**src/rtl/cam_capture.sv**
```systemverilog
// cam_capture: locks onto the OV7670 parallel bus once camera configuration is
// done, packs RGB565 byte pairs into RGB444 pixels and writes them into the
// frame buffer at line*H_PIXELS + column. Everything runs on the camera PCLK.
//
// Write interface: wr_en is a one-cycle strobe with no backpressure. The frame
// buffer must accept a write on every cycle that wr_en is high. wr_addr and
// wr_data are valid while wr_en is high and hold their last values otherwise.
//
// ADDR_W must satisfy 2**ADDR_W >= H_PIXELS*V_LINES. Addresses never wrap
// because both counters saturate at their limits.
module cam_capture #(
  parameter int H_PIXELS = 640,
  parameter int V_LINES  = 480,
  parameter int ADDR_W   = 19
) (
  input  logic              clk,
  input  logic              rst,
  input  logic              config_done,
  input  logic              vsync,
  input  logic              href,
  input  logic [7:0]        d,
  output logic              wr_en,
  output logic [ADDR_W-1:0] wr_addr,
  output logic [11:0]       wr_data,
  output logic              frame_done,
  output logic              capturing,
  output logic              overrun,
  output logic [1:0]        dbg_state_o
);

  localparam int COL_W  = $clog2(H_PIXELS + 1);
  localparam int LINE_W = $clog2(V_LINES + 1);

  localparam logic [COL_W-1:0]  COL_MAX   = COL_W'(H_PIXELS);
  localparam logic [LINE_W-1:0] LINE_MAX  = LINE_W'(V_LINES);
  localparam logic [ADDR_W-1:0] LINE_STEP = ADDR_W'(H_PIXELS);
  localparam logic [COL_W-1:0]  COL_ONE   = COL_W'(1);
  localparam logic [LINE_W-1:0] LINE_ONE  = LINE_W'(1);

  typedef enum logic [1:0] {
    IDLE       = 2'd0,
    WAIT_FRAME = 2'd1,
    CAPTURE    = 2'd2
  } state_t;

  state_t              state_q, state_d;
  logic                cfg_s1_q, cfg_s2_q, cfg_ok_q;
  logic                vs_q, hr_q;
  logic [COL_W-1:0]    col_q, col_d;
  logic [LINE_W-1:0]   line_q, line_d;
  // Start address of the current line. It steps by H_PIXELS on each line
  // change, so no multiplier is needed.
  logic [ADDR_W-1:0]   base_q, base_d;
  logic                phase_q, phase_d;
  // Only the high-byte bits that reach the pixel are kept: {d[7:4], d[2:0]}.
  logic [6:0]          hi_q, hi_d;
  logic                wr_en_q, wr_en_d;
  logic [ADDR_W-1:0]   wr_addr_q, wr_addr_d;
  logic [11:0]         wr_data_q, wr_data_d;
  logic                frame_done_q, frame_done_d;
  logic                overrun_q, overrun_d;

  logic vs_fall, vs_rise, hr_fall;
  logic unused_d_bits;

  // RGB565 -> RGB444 keeps only the top bits of each colour channel.
  assign unused_d_bits = ^{d[6:5], d[0]};

  assign vs_fall = vs_q & ~vsync;
  assign vs_rise = ~vs_q & vsync;
  assign hr_fall = hr_q & ~href;

  // Two-flop synchroniser for config_done, then a sticky "configured" flag.
  always_ff @(posedge clk or negedge rst) begin
    if (!rst) begin
      cfg_s1_q <= 1'b0;
      cfg_s2_q <= 1'b0;
      cfg_ok_q <= 1'b0;
    end else begin
      cfg_s1_q <= config_done;
      cfg_s2_q <= cfg_s1_q;
      cfg_ok_q <= cfg_ok_q | cfg_s2_q;
    end
  end

  // State, counters, edge-detect history and output registers.
  always_ff @(posedge clk or negedge rst) begin
    if (!rst) begin
      state_q      <= IDLE;
      vs_q         <= 1'b0;
      hr_q         <= 1'b0;
      col_q        <= '0;
      line_q       <= '0;
      base_q       <= '0;
      phase_q      <= 1'b0;
      hi_q         <= '0;
      wr_en_q      <= 1'b0;
      wr_addr_q    <= '0;
      wr_data_q    <= '0;
      frame_done_q <= 1'b0;
      overrun_q    <= 1'b0;
    end else begin
      state_q      <= state_d;
      vs_q         <= vsync;
      hr_q         <= href;
      col_q        <= col_d;
      line_q       <= line_d;
      base_q       <= base_d;
      phase_q      <= phase_d;
      hi_q         <= hi_d;
      wr_en_q      <= wr_en_d;
      wr_addr_q    <= wr_addr_d;
      wr_data_q    <= wr_data_d;
      frame_done_q <= frame_done_d;
      overrun_q    <= overrun_d;
    end
  end

  // Next-state logic: frame sync, byte pairing, bounds checks and writes.
  always_comb begin
    state_d      = state_q;
    col_d        = col_q;
    line_d       = line_q;
    base_d       = base_q;
    phase_d      = phase_q;
    hi_d         = hi_q;
    wr_en_d      = 1'b0;
    wr_addr_d    = wr_addr_q;
    wr_data_d    = wr_data_q;
    frame_done_d = 1'b0;
    overrun_d    = overrun_q;

    case (state_q)
      IDLE: begin
        if (cfg_ok_q) begin
          state_d = WAIT_FRAME;
        end
      end

      WAIT_FRAME: begin
        // Only a fresh frame start is captured, never a frame already running.
        if (vs_fall) begin
          state_d = CAPTURE;
          col_d   = '0;
          line_d  = '0;
          base_d  = '0;
          phase_d = 1'b0;
        end
      end

      CAPTURE: begin
        // A vsync rise wins over any byte presented in the same cycle.
        if (vs_rise) begin
          frame_done_d = 1'b1;
          state_d      = WAIT_FRAME;
        end else if (href) begin
          if (!phase_q) begin
            hi_d    = {d[7:4], d[2:0]};
            phase_d = 1'b1;
          end else begin
            phase_d = 1'b0;
            if ((col_q < COL_MAX) && (line_q < LINE_MAX)) begin
              wr_en_d   = 1'b1;
              wr_addr_d = base_q + ADDR_W'(col_q);
              wr_data_d = {hi_q[6:3], hi_q[2:0], d[7], d[4:1]};
            end else begin
              overrun_d = 1'b1;
            end
            if (col_q < COL_MAX) begin
              col_d = col_q + COL_ONE;
            end
          end
        end else if (hr_fall) begin
          // End of line: any unpaired byte is dropped with the phase reset.
          col_d   = '0;
          phase_d = 1'b0;
          if (line_q < LINE_MAX) begin
            line_d = line_q + LINE_ONE;
            base_d = base_q + LINE_STEP;
          end
        end
      end

      default: begin
        state_d = IDLE;
      end
    endcase
  end

  assign wr_en       = wr_en_q;
  assign wr_addr     = wr_addr_q;
  assign wr_data     = wr_data_q;
  assign frame_done  = frame_done_q;
  assign overrun     = overrun_q;
  assign capturing   = (state_q == CAPTURE);
  assign dbg_state_o = state_q;

endmodule

```
**config.mk**
```make
export PLATFORM = sky130hd
export DESIGN_NAME = cam_capture
export DESIGN_NICKNAME = d
export VERILOG_FILES = /design/src/rtl/cam_capture.sv
export SDC_FILE = /design/constraint.sdc
export NUM_CORES = 1
export LEC_CHECK = 0
export ABC_AREA = 1
export CAP_MARGIN = 30
export CORE_ASPECT_RATIO = 1.5
export CORE_MARGIN = 2
export CORE_UTILIZATION = 50
export CTS_CLUSTER_SIZE = 10
export DETAILED_ROUTE_END_ITERATION = 8
export HOLD_SLACK_MARGIN = 0.05
export MAX_ROUTING_LAYER = met4
export PLACE_DENSITY = 0.79
export SYNTH_ARGS = -nofsm -noshare
export SYNTH_HDL_FRONTEND = slang
export SYNTH_SLANG_ARGS = --single-unit
```
**constraint.sdc**
```tcl
create_clock -name clk -period 1.65 [get_ports clk]
set_input_delay 0.33 -clock clk [delete_from_list [all_inputs] [get_ports clk]]
set_output_delay 0.33 -clock clk [all_outputs]
set_load 0.005 [all_outputs]
```
==> run_results.csv, run 1 <==
group,metric,value,unit
worst_setup_path,path_depth,3,
hold_path,min_from,"cfg_s1_q$_DFF_PN0_",
cts,cts_buffers,9,
timing,max_freq,0.6282,GHz
cts,clock-root-buffer,"clkbuf_16",
worst_setup_path,cp.arrival,1.26,ns
timing,setup_viol,0,
placement,port_buffers,49,
floorplanning,io_pins,50,
drt,drt_iter0_markers,404,
worst_setup_path,r2r_end,"col_q[2]$_DFFE_PN0P_",
logic_synthesis,synthFlopType,"dfrtp_1",
timing,rsz0062_at_grt,"true",
worst_setup_path,cpMaxStageDelayCell,"dfrtp_1",
worst_setup_path,cp_max_fo,3,
floorplanning,dieHeight,114.8,microns
cts,clk_pin_slew,0.06,ns
logic_synthesis,syn_inst,512,
global_route,track_usage,23.69,%
power_and_ir_drop,vdd_ir_drop_max,0.9292,mV
layout,layout-drive-gt1-share,15.55,%
worst_setup_path,r2r.worst_path.cells,10,
layout,multi_input_area,1774,sq um
drt,wire_per_inst,13.84,microns
status,outcome,"finished, final reports clean",
logic_synthesis,synth_nets,532,
layout,antenna_cells,0,
logic_synthesis,syn_avg_cell_area,7.986,sq um
logic_synthesis,seq_area_frac_synth,48.96,%
worst_setup_path,r2r-start,"dbg_state_o[0]$_DFFE_PN0P_",
power_and_ir_drop,finalPower,5.966,mW
placement,gp_congestion,0.8630,
power_and_ir_drop,p_leak,2.568,nW
cts,insertion_delay,0.34,ns
layout,layout_commonest_cell,"nand2_1",
cts,clock_path_buffers,2,
timing,postLayoutSetupSlackWorst,0.05818,ns
floorplanning,die_w,77.84,microns
global_route,antenna_found_initial,0,
worst_setup_path,startpoint_type,"register",
drt,drc,0,
drt,drt-pass1-iter-count,4,
layout,regArea,2006,sq um
worst_setup_path,end_kind,"output pin",
global_route,grt_pass1_vias,3532,
global_route,grt_remaining_overflow,0,
placement,place_hpwl,6.755,mm
timing,slew_viol_final,0,
drt,num_vias,3641,
global_route,grt_max_degree,81,
layout,n_fill_cell,610,
hold_path,hp-class,"reg -> reg",
logic_synthesis,synth-edff-count,0,
worst_setup_path,worstSetupPathType,"reg -> out",
logic_synthesis,ys_seq_elements,80,
layout,area_growth,30.08,%
layout,final_nets,614,
run,cap_violations,0,
cts,ctsHtreeMaxLevel,3,
floorplanning,initial_core_util,51.38,%
floorplanning,dieArea,8932,sq um
drt,drtAntennaViolNets,0,
floorplanning,coreArea,7958,sq um
power_and_ir_drop,powerDensity,1122,nW/um^2
timing,fin_crit_sh,96.47,%
timing,period_minus_slack,1.592,ns
layout,most-common-layout-cells,"159 x nand2_1, 77 x dfrtp_1, 56 x inv_1, 46 x nand3_1, 45 x clkdlybuf4s50_1",
placement,dpl_worst_slack,-0.2081,ns
worst_setup_path,required,1.32,ns
worst_setup_path,endpoint,"capturing",
drt,via_per_inst,5.179,
logic_synthesis,yosys_warnings,0,
worst_setup_path,max_stage_delay,0.43,ns
worst_setup_path,cp_top_family,"flip-flops",
global_route,grt_pass1_wl,16.19,mm
worst_setup_path,crit_path_cell_trace,"nor2_4 > buf_4 > dlygate4sd2_1",
timing,finalHoldViolations,0,
timing,finClkSkew,0.007755,ns
logic_synthesis,synth-async-reset-ratio,100.0,%
drt,wl,9.731,mm
logic_synthesis,ys_types,32,
floorplanning,rows,40,
cts,cts_tree,"yes",
logic_synthesis,syn_area,4089,sq um
worst_setup_path,reg2reg_slack,0.07,ns
worst_setup_path,path_buf_inv,2,
cts,cts.sinks,80,
worst_setup_path,crit_start,"dbg_state_o[0]$_DFFE_PN0P_",
## worst min path at each step
stage                                   endpoint  slack [ns]  depth (start not counted)
after global placement        cfg_s2_q$_DFF_PN0_        0.33                          0
after floorplan           base_q[10]$_DFFE_PN0P_        0.03                          0
after detailed placement      cfg_s2_q$_DFF_PN0_        0.35                          0
after global routing          cfg_s2_q$_DFF_PN0_        0.36                          0
final                         cfg_s2_q$_DFF_PN0_        0.36                          0
after CTS                     cfg_s2_q$_DFF_PN0_        0.36                          0
## metrics by stage
stage               setup TNS [ns]  hold WS, ns  utilization [%]  cells  cell area, sq um
finish                           0       0.3560            66.84    703              5319
global route              -0.06658       0.3589            66.84    703              5319
CTS                              0       0.3602            65.16    696              5185
detailed placement          -7.990       0.3477            60.88    679              4845
global placement            -5.530       0.3344            60.88    679              4845
floorplan                        0      0.03441                -    512              4089
## sequential cells by signal, indices dropped and copies added (netlist names)
name,count
wr_addr,19
base_q,12
wr_data,12
col_q,10
line_q,9
hi_q,7
dbg_state_o,2
cfg_ok_q,1
cfg_s1_q,1
cfg_s2_q,1
frame_done,1
hr_q,1
overrun,1
phase_q,1
vs_q,1
wr_en,1
## kinds of logic after synthesis
group | count (synthesis) | synth area share (%)
AO/OA/AOI/OAI | 67 | 9.425
XOR/XNOR | 11 | 2.356
buffers and inverters | 79 | 9.088
adder cells (fa/ha/maj) | 7 | 2.142
flip-flops | 80 | 48.96
AND/OR/NAND/NOR | 267 | 27.94
other | 1 | 0.09171
## power breakdown
part           total, mW  internal (mW)  switching [mW]
sequential          2.43           2.24           0.192
combinational       1.38          0.663           0.715
clock               2.15           1.36           0.796
total               5.97           4.26            1.70
## final cells by class
| cell class | instances | share of cell area (%) |
|---|---|---|
| clock buffers | 10 | 4.493 |
| clock inverters | 5 | 1.529 |
| inverters | 62 | 4.422 |
| multi-input cells | 353 | 33.36 |
| flip-flops and latches | 80 | 37.71 |
| well taps | 105 | 2.470 |
| repair buffers | 88 | 16.02 |
## synth_stat cells (5+ instances only)
master	number	area [sq um]
a21oi_1	5	25.02
dfrtp_1	80	2002
o21ai_0	33	165.2
nor2_1	31	116.4
inv_2	5	18.77
xor2_1	7	61.31
nand2_1	163	611.8
nand3_1	46	230.2
buf_2	5	25.02
ha_1	7	87.58
nand4_1	11	68.82
o21ai_2	9	78.83
buf_6	8	90.09
inv_1	57	214.0
o21ai_1	14	70.07
## timing repair
| action | in CTS | in global routing |
|---|---|---|
| pin swaps | 1 | 4 |
| setup buffers | 1 | 7 |
| hold buffers | 1 | 0 |
| endpoints found under the hold margin | 80 | 0 |
| gates resized for setup | 4 | 25 |
| endpoints found under the setup margin | 3 | 51 |
## worst register-to-register path, delay by kind of cell, from the launching register on
kind / cells / cell delay, ns
AO/OA/AOI/OAI: 1 / 0.05
buffers and inverters: 3 / 0.37
flip-flops: 1 / 0.43
AND/OR/NAND/NOR: 6 / 0.63
## routing by layer
layer  up-vias  global-route usage, %  wire length [microns]  part of all wire (%)
met4         0                  10.12                    259                   2.7
met1      1758                  27.04                   3844                    40
met3        18                  4.788                    325                   3.3
met2        73                  40.40                   5301                    54
met5         -                      -                      0                     0
li1       1792                      -                      -                     -
Power figures use the tool's default switching activity.
==> inputs of run 2 (changes only) <==
--- a/config.mk
+++ b/config.mk
@@ -15,6 +15,7 @@
 export HOLD_SLACK_MARGIN = 0.05
 export MAX_ROUTING_LAYER = met4
 export PLACE_DENSITY = 0.79
+export SLEW_MARGIN = 40
 export SYNTH_ARGS = -nofsm -noshare
 export SYNTH_HDL_FRONTEND = slang
 export SYNTH_SLANG_ARGS = --single-unit
==> results of run 2 <==
No change in the layout: final DEF, timing and power equal those of run 1.
==> inputs of run 3 (changes only) <==
--- a/config.mk
+++ b/config.mk
@@ -6,7 +6,6 @@
 export NUM_CORES = 1
 export LEC_CHECK = 0
 export ABC_AREA = 1
-export CAP_MARGIN = 30
 export CORE_ASPECT_RATIO = 1.5
 export CORE_MARGIN = 2
 export CORE_UTILIZATION = 50
@@ -15,7 +14,7 @@
 export HOLD_SLACK_MARGIN = 0.05
 export MAX_ROUTING_LAYER = met4
 export PLACE_DENSITY = 0.79
-export SLEW_MARGIN = 40
+export SLEW_MARGIN = 25
 export SYNTH_ARGS = -nofsm -noshare
 export SYNTH_HDL_FRONTEND = slang
 export SYNTH_SLANG_ARGS = --single-unit
==> constraint.sdc (replaced) <==
create_clock -name clk -period 1.95 [get_ports clk]
set_input_delay 0.39 -clock clk [delete_from_list [all_inputs] [get_ports clk]]
set_output_delay 0.39 -clock clk [all_outputs]
set_load 0.005 [all_outputs]
==> run 3 against run 2 <==
Compared with the run above:
- clock skew about the same
- final cell count down 3.4%
- final area down 6.0%
- global-route usage down 0.66 points
- die area unchanged
- power down 20%
- first-iteration DRC count down 41%
- sequential power down 15%
- via count down 3.3%
- clock power down 21%
- worst hold slack worse by 0.0079 ns
- critical endpoint unchanged
- largest cell class unchanged
- largest power group unchanged
- highest routed layer unchanged
==> run_results.csv, run 3 (same netlist as run 1, synthesis figures left out) <==
group,metric,value,unit
status,outcome,"finished, final reports clean",
layout,final_nets,589,
layout,antenna_cells,0,
power_and_ir_drop,powerDensity,948.2,nW/um^2
timing,rsz0062_at_grt,"false",
timing,period_minus_slack,1.876,ns
drt,wl,9.252,mm
floorplanning,coreArea,7958,sq um
worst_setup_path,cp.arrival,1.49,ns
timing,slew_viol_final,0,
floorplanning,io_pins,50,
timing,tns,0,ns
drt,num_vias,3520,
layout,area_growth,22.34,%
floorplanning,dieHeight,114.8,microns
floorplanning,rows,40,
drt,drc,0,
floorplanning,initial_core_util,51.38,%
global_route,antenna_found_initial,0,
floorplanning,dieArea,8932,sq um
layout,layout-drive-gt1-share,9.582,%
drt,wl_met3,284,microns
hold_path,hp-class,"reg -> reg",
power_and_ir_drop,finalPower,4.743,mW
drt,dr.max_layer_used,"met4",
cts,clock_path_buffers,2,
global_route,grt_pass1_wl,15.68,mm
cts,cts_tree,"yes",
timing,fin_crit_sh,96.20,%
drt,wire_per_inst,13.63,microns
floorplanning,die_w,77.84,microns
layout,layout_commonest_cell,"nand2_1",
layout,most-common-layout-cells,"163 x nand2_1, 80 x dfrtp_1, 57 x inv_1, 48 x clkdlybuf4s50_1, 46 x nand3_1",
placement,gp_congestion,0.9324,
worst_setup_path,startpoint_type,"register",
global_route,track_usage,23.03,%
cts,clock-root-buffer,"clkbuf_16",
timing,finClkSkew,0.007404,ns
worst_setup_path,cp_max_fo,5,
timing,setup_viol,0,
drt,drtAntennaViolNets,0,
cts,cts_buffers,9,
drt,drt_iter0_markers,238,
drt,drt-pass1-iter-count,5,
cts,insertion_delay,0.34,ns
timing,finalHoldViolations,0,
run,cap_violations,0,
cts,ctsHtreeMaxLevel,3,
power_and_ir_drop,vdd_ir_drop_max,0.7758,mV
cts,clk_pin_slew,0.05,ns
power_and_ir_drop,p_leak,2.414,nW
placement,port_buffers,49,
worst_setup_path,worstSetupPathType,"reg -> out",
cts,cts.sinks,80,
global_route,grt_max_degree,41,
worst_setup_path,end_kind,"output pin",
timing,max_freq,0.5331,GHz
cts,cts_resized,0,
placement,dpl_worst_slack,0.05104,ns
timing,fin_hold_ws,0.3481,ns
drt,wl_met1,3.614,mm
global_route,grt_remaining_overflow,0,
timing,postLayoutSetupSlackWorst,0.07418,ns
drt,via_per_inst,5.184,
worst_setup_path,required,1.56,ns
layout,largest_reg_flops,19,
drt,route.met2.wl,5.059,mm
placement,place_hpwl,6.623,mm
global_route,grt_pass1_vias,3410,
-- run 3: changes by cell type in the layout (fill, tap and decap cells not counted), moves of 3 or more --
cell             previous run  this run
nand2_1                   159       163
dfrtp_1                    77        80
buf_6                       5         0
buf_4                      30        12
dfrtp_2                     3         0
o21ai_1                    18        14
o21ai_0                    29        33
clkdlybuf4s50_1            45        48
-- run 3: critical path, cell delays in order (launching register included) --
cell and delay [ns]:
dfrtp_1 0.42, inv_2 0.06, nor2_4 0.15, clkdlybuf4s50_1 0.52
-- run 3: layout make-up --
type                            count  area, sq um
Clock inverter                      3        40.04
Tap cell                          105        131.4
Multi-Input combinational cell    353         1715
Sequential cell                    80         2002
Clock buffer                       13        260.3
Timing Repair Buffer               63        620.6
Fill cell                         671         2955
Inverter                           62        232.7
-- run 3: timing repair --
item,in CTS,in global routing
endpoints found under the hold margin,25,0
setup buffers,1,0
endpoints found under the setup margin,1,0
hold buffers,1,0
-- run 3: path summary, 6_finish.rpt --
path,endpoint,slack [ns],depth (start not counted),start
min reg2reg,cfg_s2_q$_DFF_PN0_,0.35,0,cfg_s1_q$_DFF_PN0_
min in group asynchronous,hi_q[4]$_DFFE_PN0P_,0.51,2,rst
max in group asynchronous,cfg_s1_q$_DFF_PN0_,0.89,3,rst
max reg2reg,wr_data[0]$_DFFE_PN0P_,0.19,9,dbg_state_o[1]$_DFFE_PN0P_
min,cfg_s2_q$_DFF_PN0_,0.35,0,cfg_s1_q$_DFF_PN0_
max,capturing,0.07,3,dbg_state_o[1]$_DFFE_PN0P_
-- run 3: routing by layer --
metal  up-vias  GRT usage (%)
met4         0          10.12
met5         -              -
met3        26          4.631
li1       1740              -
met1      1696          25.25
met2        58          40.29
-- run 3: power by group --
group	internal (mW)	switching (mW)
clock	1.06	0.646
combinational	0.447	0.537
sequential	1.90	0.159
-- run 3: through the flow --
step                cell area, sq um  instances  util (%)
finish                          5002        679     62.86
global route                    5002        679     62.86
CTS                             5002        679     62.86
detailed placement              4684        661     58.87
global placement                4684        661     58.87
floorplan                       4089        512         -
